<file path="src/rtl/vend_dispenser.sv">
// -----------------------------------------------------------------------------
// vend_dispenser
//
// Actuator stage behind vending_machine_top. A one-cycle vend request
// (soda_i) starts a transaction. The soda-release motor is pulsed first. The
// change owed (change_i, counted in nickels) is then paid out dime-first, with
// one solenoid pulse per coin. Every ejected coin must be confirmed by the
// coin-drop sensor. A confirmation that never arrives latches a jam fault,
// which only an operator clear releases.
//
// Ports:
//   clk_i          in   clock, rising edge
//   reset_i        in   synchronous active-high reset
//   soda_i         in   one-cycle vend request
//   change_i[2:0]  in   change owed in nickels, sampled only with soda_i in IDLE
//   coin_seen_i    in   coin-drop sensor pulse, one per ejected coin
//   clear_fault_i  in   operator fault clear
//   soda_motor_o   out  soda-release motor drive
//   dime_eject_o   out  dime solenoid drive
//   nickel_eject_o out  nickel solenoid drive
//   busy_o         out  high whenever the controller is not idle
//   fault_o        out  jam fault, high only while faulted
//   dropped_o      out  one-cycle pulse when a vend request is rejected
// -----------------------------------------------------------------------------
module vend_dispenser #(
    parameter int PULSE_CYCLES   = 4,
    parameter int GAP_CYCLES     = 2,
    parameter int TIMEOUT_CYCLES = 16
) (
    input  logic       clk_i,
    input  logic       reset_i,
    input  logic       soda_i,
    input  logic [2:0] change_i,
    input  logic       coin_seen_i,
    input  logic       clear_fault_i,
    output logic       soda_motor_o,
    output logic       dime_eject_o,
    output logic       nickel_eject_o,
    output logic       busy_o,
    output logic       fault_o,
    output logic       dropped_o
);

    localparam int PW = (PULSE_CYCLES   > 1) ? $clog2(PULSE_CYCLES)   : 1;
    localparam int GW = (GAP_CYCLES     > 1) ? $clog2(GAP_CYCLES)     : 1;
    localparam int TW = (TIMEOUT_CYCLES > 1) ? $clog2(TIMEOUT_CYCLES) : 1;

    localparam logic [PW-1:0] PULSE_LAST   = PW'(PULSE_CYCLES - 1);
    localparam logic [GW-1:0] GAP_LAST     = GW'(GAP_CYCLES - 1);
    localparam logic [TW-1:0] TIMEOUT_LAST = TW'(TIMEOUT_CYCLES - 1);

    typedef enum logic [2:0] {
        S_IDLE,
        S_SODA,
        S_GAP,
        S_COIN,
        S_WAIT_ACK,
        S_FAULT
    } state_t;

    state_t        state;
    logic [2:0]    remaining;
    logic          dime_sel;
    logic          ack_seen;
    logic [PW-1:0] pulse_cnt;
    logic [GW-1:0] gap_cnt;
    logic [TW-1:0] to_cnt;

    // Value in nickels of the coin currently being ejected.
    function automatic logic [2:0] coin_value(input logic dime);
        return dime ? 3'd2 : 3'd1;
    endfunction

    always_ff @(posedge clk_i) begin
        if (reset_i) begin
            state          <= S_IDLE;
            remaining      <= 3'd0;
            dime_sel       <= 1'b0;
            ack_seen       <= 1'b0;
            pulse_cnt      <= '0;
            gap_cnt        <= '0;
            to_cnt         <= '0;
            soda_motor_o   <= 1'b0;
            dime_eject_o   <= 1'b0;
            nickel_eject_o <= 1'b0;
            busy_o         <= 1'b0;
            fault_o        <= 1'b0;
            dropped_o      <= 1'b0;
        end else begin
            // Requests are never queued: anything outside IDLE is dropped,
            // including the cycle in which GAP or FAULT hands back to IDLE.
            dropped_o <= soda_i && (state != S_IDLE);

            case (state)
                S_IDLE: begin
                    if (soda_i) begin
                        remaining    <= change_i;
                        pulse_cnt    <= '0;
                        soda_motor_o <= 1'b1;
                        busy_o       <= 1'b1;
                        state        <= S_SODA;
                    end
                end

                S_SODA: begin
                    if (pulse_cnt == PULSE_LAST) begin
                        soda_motor_o <= 1'b0;
                        gap_cnt      <= '0;
                        state        <= S_GAP;
                    end else begin
                        pulse_cnt <= pulse_cnt + PW'(1);
                    end
                end

                S_GAP: begin
                    if (gap_cnt == GAP_LAST) begin
                        pulse_cnt <= '0;
                        ack_seen  <= 1'b0;
                        // Dime-first: a dime is only chosen with at least two
                        // nickels owed, so remaining can never underflow.
                        if (remaining >= 3'd2) begin
                            dime_sel     <= 1'b1;
                            dime_eject_o <= 1'b1;
                            state        <= S_COIN;
                        end else if (remaining == 3'd1) begin
                            dime_sel       <= 1'b0;
                            nickel_eject_o <= 1'b1;
                            state          <= S_COIN;
                        end else begin
                            busy_o <= 1'b0;
                            state  <= S_IDLE;
                        end
                    end else begin
                        gap_cnt <= gap_cnt + GW'(1);
                    end
                end

                S_COIN: begin
                    if (coin_seen_i) begin
                        ack_seen <= 1'b1;
                    end
                    if (pulse_cnt == PULSE_LAST) begin
                        dime_eject_o   <= 1'b0;
                        nickel_eject_o <= 1'b0;
                        // An ack on the final pulse cycle counts as in-pulse.
                        if (ack_seen || coin_seen_i) begin
                            remaining <= remaining - coin_value(dime_sel);
                            ack_seen  <= 1'b0;
                            gap_cnt   <= '0;
                            state     <= S_GAP;
                        end else begin
                            to_cnt <= '0;
                            state  <= S_WAIT_ACK;
                        end
                    end else begin
                        pulse_cnt <= pulse_cnt + PW'(1);
                    end
                end

                S_WAIT_ACK: begin
                    // A late ack on the last allowed cycle still wins over
                    // the timeout.
                    if (coin_seen_i) begin
                        remaining <= remaining - coin_value(dime_sel);
                        gap_cnt   <= '0;
                        state     <= S_GAP;
                    end else if (to_cnt == TIMEOUT_LAST) begin
                        remaining <= 3'd0;
                        fault_o   <= 1'b1;
                        state     <= S_FAULT;
                    end else begin
                        to_cnt <= to_cnt + TW'(1);
                    end
                end

                S_FAULT: begin
                    if (clear_fault_i) begin
                        fault_o <= 1'b0;
                        busy_o  <= 1'b0;
                        state   <= S_IDLE;
                    end
                end

                default: begin
                    soda_motor_o   <= 1'b0;
                    dime_eject_o   <= 1'b0;
                    nickel_eject_o <= 1'b0;
                    busy_o         <= 1'b0;
                    fault_o        <= 1'b0;
                    state          <= S_IDLE;
                end
            endcase
        end
    end

endmodule

</file>
<file path="config.mk">
export PLATFORM = sky130hd
export DESIGN_NAME = vend_dispenser
export DESIGN_NICKNAME = d
export VERILOG_FILES = /design/src/rtl/vend_dispenser.sv
export SDC_FILE = /design/constraint.sdc
export NUM_CORES = 1
export LEC_CHECK = 0
export CAP_MARGIN = 20
export CORE_AREA = 2 2 56 58
export CTS_CLUSTER_SIZE = 12
export DETAILED_ROUTE_END_ITERATION = 16
export DIE_AREA = 0 0 58 60
export DONT_BUFFER_PORTS = 1
export PLACE_DENSITY = 0.59
export SLEW_MARGIN = 20
export SYNTH_ARGS = -nofsm -noshare
export SYNTH_HDL_FRONTEND = slang
export SYNTH_SLANG_ARGS = --single-unit
export TNS_END_PERCENT = 20
</file>
<file path="constraint.sdc">
create_clock -name clk_i -period 1.95 [get_ports clk_i]
set_input_delay 0.39 -clock clk_i [delete_from_list [all_inputs] [get_ports clk_i]]
set_output_delay 0.39 -clock clk_i [all_outputs]
set_load 0.01 [all_outputs]
</file>
Word-level counts from Yosys, hierarchy flattened
Index checks and enable logic that the tools add are counted.
{"block": "op_classes", "mux": 57, "add_sub_neg": 4, "n_eq_ne": 25, "bitwise_logic": 4, "reduce_logical": 27, "order_cmp": 1}
{"operator": "$mux W3", "count": 13}
{"operator": "$ne A2 B2 Y1 const B", "count": 16}
{"operator": "$mux W1", "count": 23}
{"operator": "$reduce_and A5 Y1", "count": 4}
{"operator": "$pmux W3 S6", "count": 1}
{"operator": "$mux W4", "count": 4}
{"operator": "$mux W2", "count": 6}
{"operator": "$pmux W1 S3", "count": 4}
{"operator": "$reduce_and A4 Y1", "count": 3}
{"operator": "$reduce_and A6 Y1", "count": 2}
{"operator": "$reduce_or A4 Y1", "count": 3}
{"operator": "$pmux W3 S3", "count": 1}
{"operator": "$reduce_bool A3 Y1", "count": 3}
{"operator": "$pmux W1 S4", "count": 2}
{"operator": "$pmux W4 S2", "count": 1}
{"operator": "$eq A3 B1 Y1 const B", "count": 2}
{"operator": "$eq A3 B2 Y1 const B", "count": 2}
{"operator": "$eq A3 B3 Y1 const B", "count": 2}
{"operator": "$pmux W2 S3", "count": 1}
{"operator": "$reduce_and A3 Y1", "count": 2}
{"operator": "$reduce_bool A2 Y1", "count": 3}
{"operator": "$add A4 B1 Y4 const B", "count": 1}
{"operator": "$eq A4 B4 Y1 const B", "count": 1}
{"operator": "$not A1 Y1", "count": 4}
{"operator": "14 further kinds", "count": 14}
{"block": "totals", "input_bits": 8, "reg_bits": 21, "wordCells": 131}

Depth between registers and ports, before layout
{"block": "logic_depth", "ltp_word": 5, "ltp_mapped": 7}

Least setup slack after synthesis
Ideal clock, no wire load.
{"block": "synth_path", "kind": "reg-to-reg", "start": "reg remaining[0]", "end": "reg remaining[1]", "path_buffers": 0, "setup_time_ns": 0.131, "stages_incl_launch_ff": 8, "setup_slack_ns": 0.195, "arrival_time_ns": 1.623, "t_required_ns": 1.819, "path_cell_list": "dfxtp_1 > inv_1 > ha_1 > inv_1 > fa_1 > a22o_1 > a222oi_1 > a211oi_1"}
{"block": "synth_via", "elab_chain_len": 4, "elab_cells_between_ends": 5, "cone_classes": "add/sub: 1; mux: 4"}
{"element": "start, declared", "line": "62", "source": "logic [2:0] remaining;"}
{"element": "start signal, assigned", "line": "97", "source": "remaining <= change_i;"}
{"element": "start signal, assigned", "line": "147", "source": "remaining <= remaining - coin_value(dime_sel);"}
{"element": "start signal, assigned", "line": "164", "source": "remaining <= remaining - coin_value(dime_sel);"}
{"element": "$sub A3 B2 Y3 (*)", "line": "147, 164"}
{"element": "$mux W3", "line": "146", "source": "if (ack_seen || coin_seen_i) begin"}
{"element": "$mux W3", "line": "142", "source": "if (pulse_cnt == PULSE_LAST) begin"}
{"element": "$pmux W3 S3 (*)", "line": "94", "source": "case (state)"}
Mark *: on every way between the ends. The rest lies on a longest branch, timed or not. The select of a mux whose other input is x is not followed.
A chain may end at the register's enable or synchronous reset.

Worst setup path in the final report
Ends and elaborated chain as after synthesis.

==> run summary <==
The final routed wire length divided by cell count is 16.7 um. For this design the total switching power over the nets is 487 uW. The critical path is of the reg2reg type. In the synthesized netlist the dominant register cell turns out to be sky130_fd_sc_hd__dfxtp_1. In the final timing run, aggregate negative setup slack is 0 ns. Summing the sequential cell areas from Yosys gives 30.7% of the chip area.

In this run the clock root is driven by a sky130_fd_sc_hd__clkbuf_4. The total iterations of the first detailed-routing run is 4, and the via-per-instance ratio is 6.42. For this run, global-route usage on met3 was measured as 3.46%. In the post-route analysis, the smallest setup slack over all paths is 0.118 ns. The worst hold path belongs to the class in2reg. The maximum clock insertion buffer count came out at 2.

The endpoint identified for the worst register-to-register timing path is remaining[1]. For the max-slew violation total from the final report, the log shows 0. The tools report the count of standard-cell rows as 20. After detailed routing, the number of remaining DRC violations is 0.

For this configuration, the core starts out at a cell density of 47.2%. The flow ran to the end, and the final reports show no timing, DRC or antenna violations. From bottom edge to top edge, the die measures 60 um. The number of cells on the worst reg-to-reg path is 7. Data arrives at the worst endpoint at 2.04 ns. Worst hold endpoint: to_cnt[0].

Of the available clock period, the critical path in the final layout requires 94.0%. The clock reaches the later pin of the worst-skew pair after 0.31 ns. The tools report the data required time at the worst endpoint as 2.16 ns. The internal power summed over all cells was 778 uW.

TritonCTS built the clock tree. For this run, the number of standard cells in the final layout without fillers is 208. The category of the worst setup path launch point was a register.

The setup fix buffers added after clock tree synthesis is 0. The pin count of the biggest net entering global routing is 24, and the post-synthesis cell count is 174. The switching fraction of total power works out to 38.5%. The number of enable flip-flop cells after synthesis works out to 0. The region available for standard cell placement spans 2900 um^2. Global routing used 37.3% of the available met2 tracks.

Sequential cells account for 42.2% of the total power. Layer with the highest usage: met2. The routed layout has 1336 vias. Detailed placement finished with a half-perimeter wire length of 2610 um.

For the clock buffer count from CTS, the log shows 3. The share of final-layout standard cells stronger than drive strength 1 is 13.1%, and the overall die width is 58 um. The worst-path maximum fanout works out to 4. The logs give 0 for the count of nets left with antenna violations after detail routing and 0.000544 uW for the leakage power total. Clock transition at the registers of the reported paths: 0.13 ns. Startpoint of the lowest-slack hold path: reset_i. The floorplan die area is 3480 um^2, and the area after detailed placement is 1420 um^2.

In this run the tool buffered the top-level ports with 0 buffer cells. The synthesized design contains 21 register bits. Setup repair after global routing left no endpoint under its margin.

For this design the ratio of total power to cell area is 866 nW/um^2. After synthesis the cells add up to 1370 um^2. Setup violations remaining at the end of the flow were counted as 0. The run gives 1299 as the via count of the first global-routing pass. The portion of synthesized cell area occupied by the leading cell type came out at 30.7%. The placer's final routability congestion estimate was 0.816; the minimum clock period was 1.83 ns.

The CTS H-tree depth was 1. The repair_antennas step left the layout with diodes totalling 0. The final number of hold-violating endpoints is 0, and the wire length of the first global-routing pass is 6020 um.

The share of total power dissipated in combinational logic is 40.2%. The number of top-level pins came out at 14. The worst setup path is captured at a register. Clock share of power: 17.5%. Ranked by total cell area, the synthesized netlist is headed by sky130_fd_sc_hd__dfxtp_1 31%, sky130_fd_sc_hd__a21oi_1 6.6%, sky130_fd_sc_hd__o21ai_0 4.4%.

The post-synthesis async set-or-reset flop share works out to 0%. The tools report the register-to-register path setup slack as 0.12 ns. During synthesis, Yosys emitted a total of 0 warnings.

The worst register-to-register path begins at remaining[0]. The logs give 21 for the count of clock tree sinks and 0 for the global route total overflow. The number of cells on the worst hold path came out at 1. Across the run, the number of max-cap violations was 0. For this run, the total global-route usage over all layers was measured as 22.4%. The logs give 0.00570 ns for the worst setup skew after layout and 79 for the iteration-0 DRC count of the detailed router. After routing the design area is 1460 um^2.

The biggest area contributor in the post-synthesis netlist is sky130_fd_sc_hd__dfxtp_1. After the last flow step, the layout net total stands at 188. The highest attainable clock frequency was 546 MHz; the headroom to the max-slew limit was 67.1%.

The wire length after detailed routing was 3480 um; the total nets after synthesis was 186. The count of cell types in the netlist is 50, and the per-instance average area after synthesis is 7.87 um^2. The filler cells instantiated in the layout total 309. For met1 alone, demand over resource in global routing was 29.3%. The area growth from synthesis to layout is 6.58%.

OpenSTA, run right after detailed placement, puts the worst setup slack at 0.0781 ns. The run gives 0 as the initial antenna violation count. The logs give 204 for the count of placed standard cells including taps and 0.000416 V for the maximum vdd drop. The actual transition at the worst max-transition pin works out to 0.490 ns.
-- routing by layer --
layer  wire (um)  vias to the layer above
met4          57                        0
li1            -                      651
met1        1600                      640
met2        1650                       38
met3         171                        7
met5           0                        -
-- critical path, stage by stage, from the launching register on --
cell	delay [ns]
sky130_fd_sc_hd__dfxtp_2	0.38
sky130_fd_sc_hd__inv_1	0.05
sky130_fd_sc_hd__ha_1	0.19
sky130_fd_sc_hd__inv_1	0.06
sky130_fd_sc_hd__fa_1	0.42
sky130_fd_sc_hd__a22o_1	0.19
sky130_fd_sc_hd__a222oi_1	0.33
sky130_fd_sc_hd__a211oi_1	0.11
-- cell type report --
type | count | area [um^2] | area share [%]
clock buffers | 3 | 22.5 | 1.54
clock inverters | 1 | 5.00 | 0.343
inverters | 11 | 41.3 | 2.83
multi-input cells | 129 | 853 | 58.4
flip-flops and latches | 21 | 422 | 28.9
well taps | 33 | 41.3 | 2.83
repair buffers | 10 | 75.1 | 5.14
-- power groups by stage --
stage / registers, uW / logic [uW] / clock network, uW
CTS: 532 / 503 / 225
global placement: 541 / 488 / 0
finish: 534 / 509 / 222
global route: 540 / 569 / 255
floorplan: 526 / 384 / 0
detailed placement: 542 / 501 / 0
-- per-stage QoR --
stage	utilization, %	hold slack (ns)	power [uW]
floorplan	-	0.436	910
global placement	49.1	0.437	1030
detailed placement	49.1	0.445	1040
CTS	50.0	0.115	1260
global route	50.3	0.0858	1360
finish	50.3	0.120	1260
-- cells in the final DEF, fill, tap and decap left out, drive strengths merged, types with 3 or more instances in the layout --
cell type,Yosys,routed
a211oi,4,4
nor2b,7,7
o21ai,12,12
a31oi,3,3
nand3,4,4
o31ai,5,5
dfxtp,21,21
inv,11,11
nor2,16,16
buf,8,10
o32ai,3,3
nand2,8,8
a21oi,18,18
clkbuf,5,3
or2,3,3
a222oi,3,3
ha,3,3
-- how the worst max path moves through the flow --
stage            startpoint            to  slack, ns
3_5_place_dp   remaining[0]  remaining[1]       0.08
4_1_cts        remaining[0]  remaining[1]       0.06
5_1_grt            dime_sel  remaining[1]       0.01
3_3_place_gp       state[1]  remaining[2]       0.13
2_1_floorplan  remaining[0]  remaining[1]       0.20
6_report       remaining[0]  remaining[1]       0.12
-- cell families after synthesis --
group | count (synthesis) | share of synthesized area [%]
muxes | 2 | 1.55
AOI/OAI and AO/OA | 68 | 34.7
DFF | 21 | 30.7
and+or+nand+nor | 55 | 21.3
adders and majority gates | 4 | 4.20
buffers and inverters | 24 | 7.58
-- registers in the layout (all words and copies together) (netlist names) --
register and flops:
ack_seen 1, dropped_o 1, busy_o 1, pulse_cnt 2, dime_sel 1, remaining 3
dime_eject_o 1, nickel_eject_o 1, state 3, to_cnt 4, soda_motor_o 1, fault_o 1
gap_cnt 1
-- timing repair --
item,CTS,global route
hold buffers,0,0
gates resized for setup,0,2
endpoints found under the setup margin,0,3
-- synth_stat cells (all sizes together), types with 2 or more instances --
master   n
inv     11
o211a    2
nor3b    2
nand3    4
nand2    8
buf      8
nor2    16
a21oi   18
nand2b   2
or2      3
o32ai    3
dfxtp   21
nand3b   2
or3      2
clkbuf   5
o31ai    5
o21ai   12
o21a     2
a22oi    2
a31oi    3
nor2b    7
a222oi   3
a211oi   4
ha       3
or4      2
a32o     2
No activity file was read; power rests on OpenSTA's default activity.
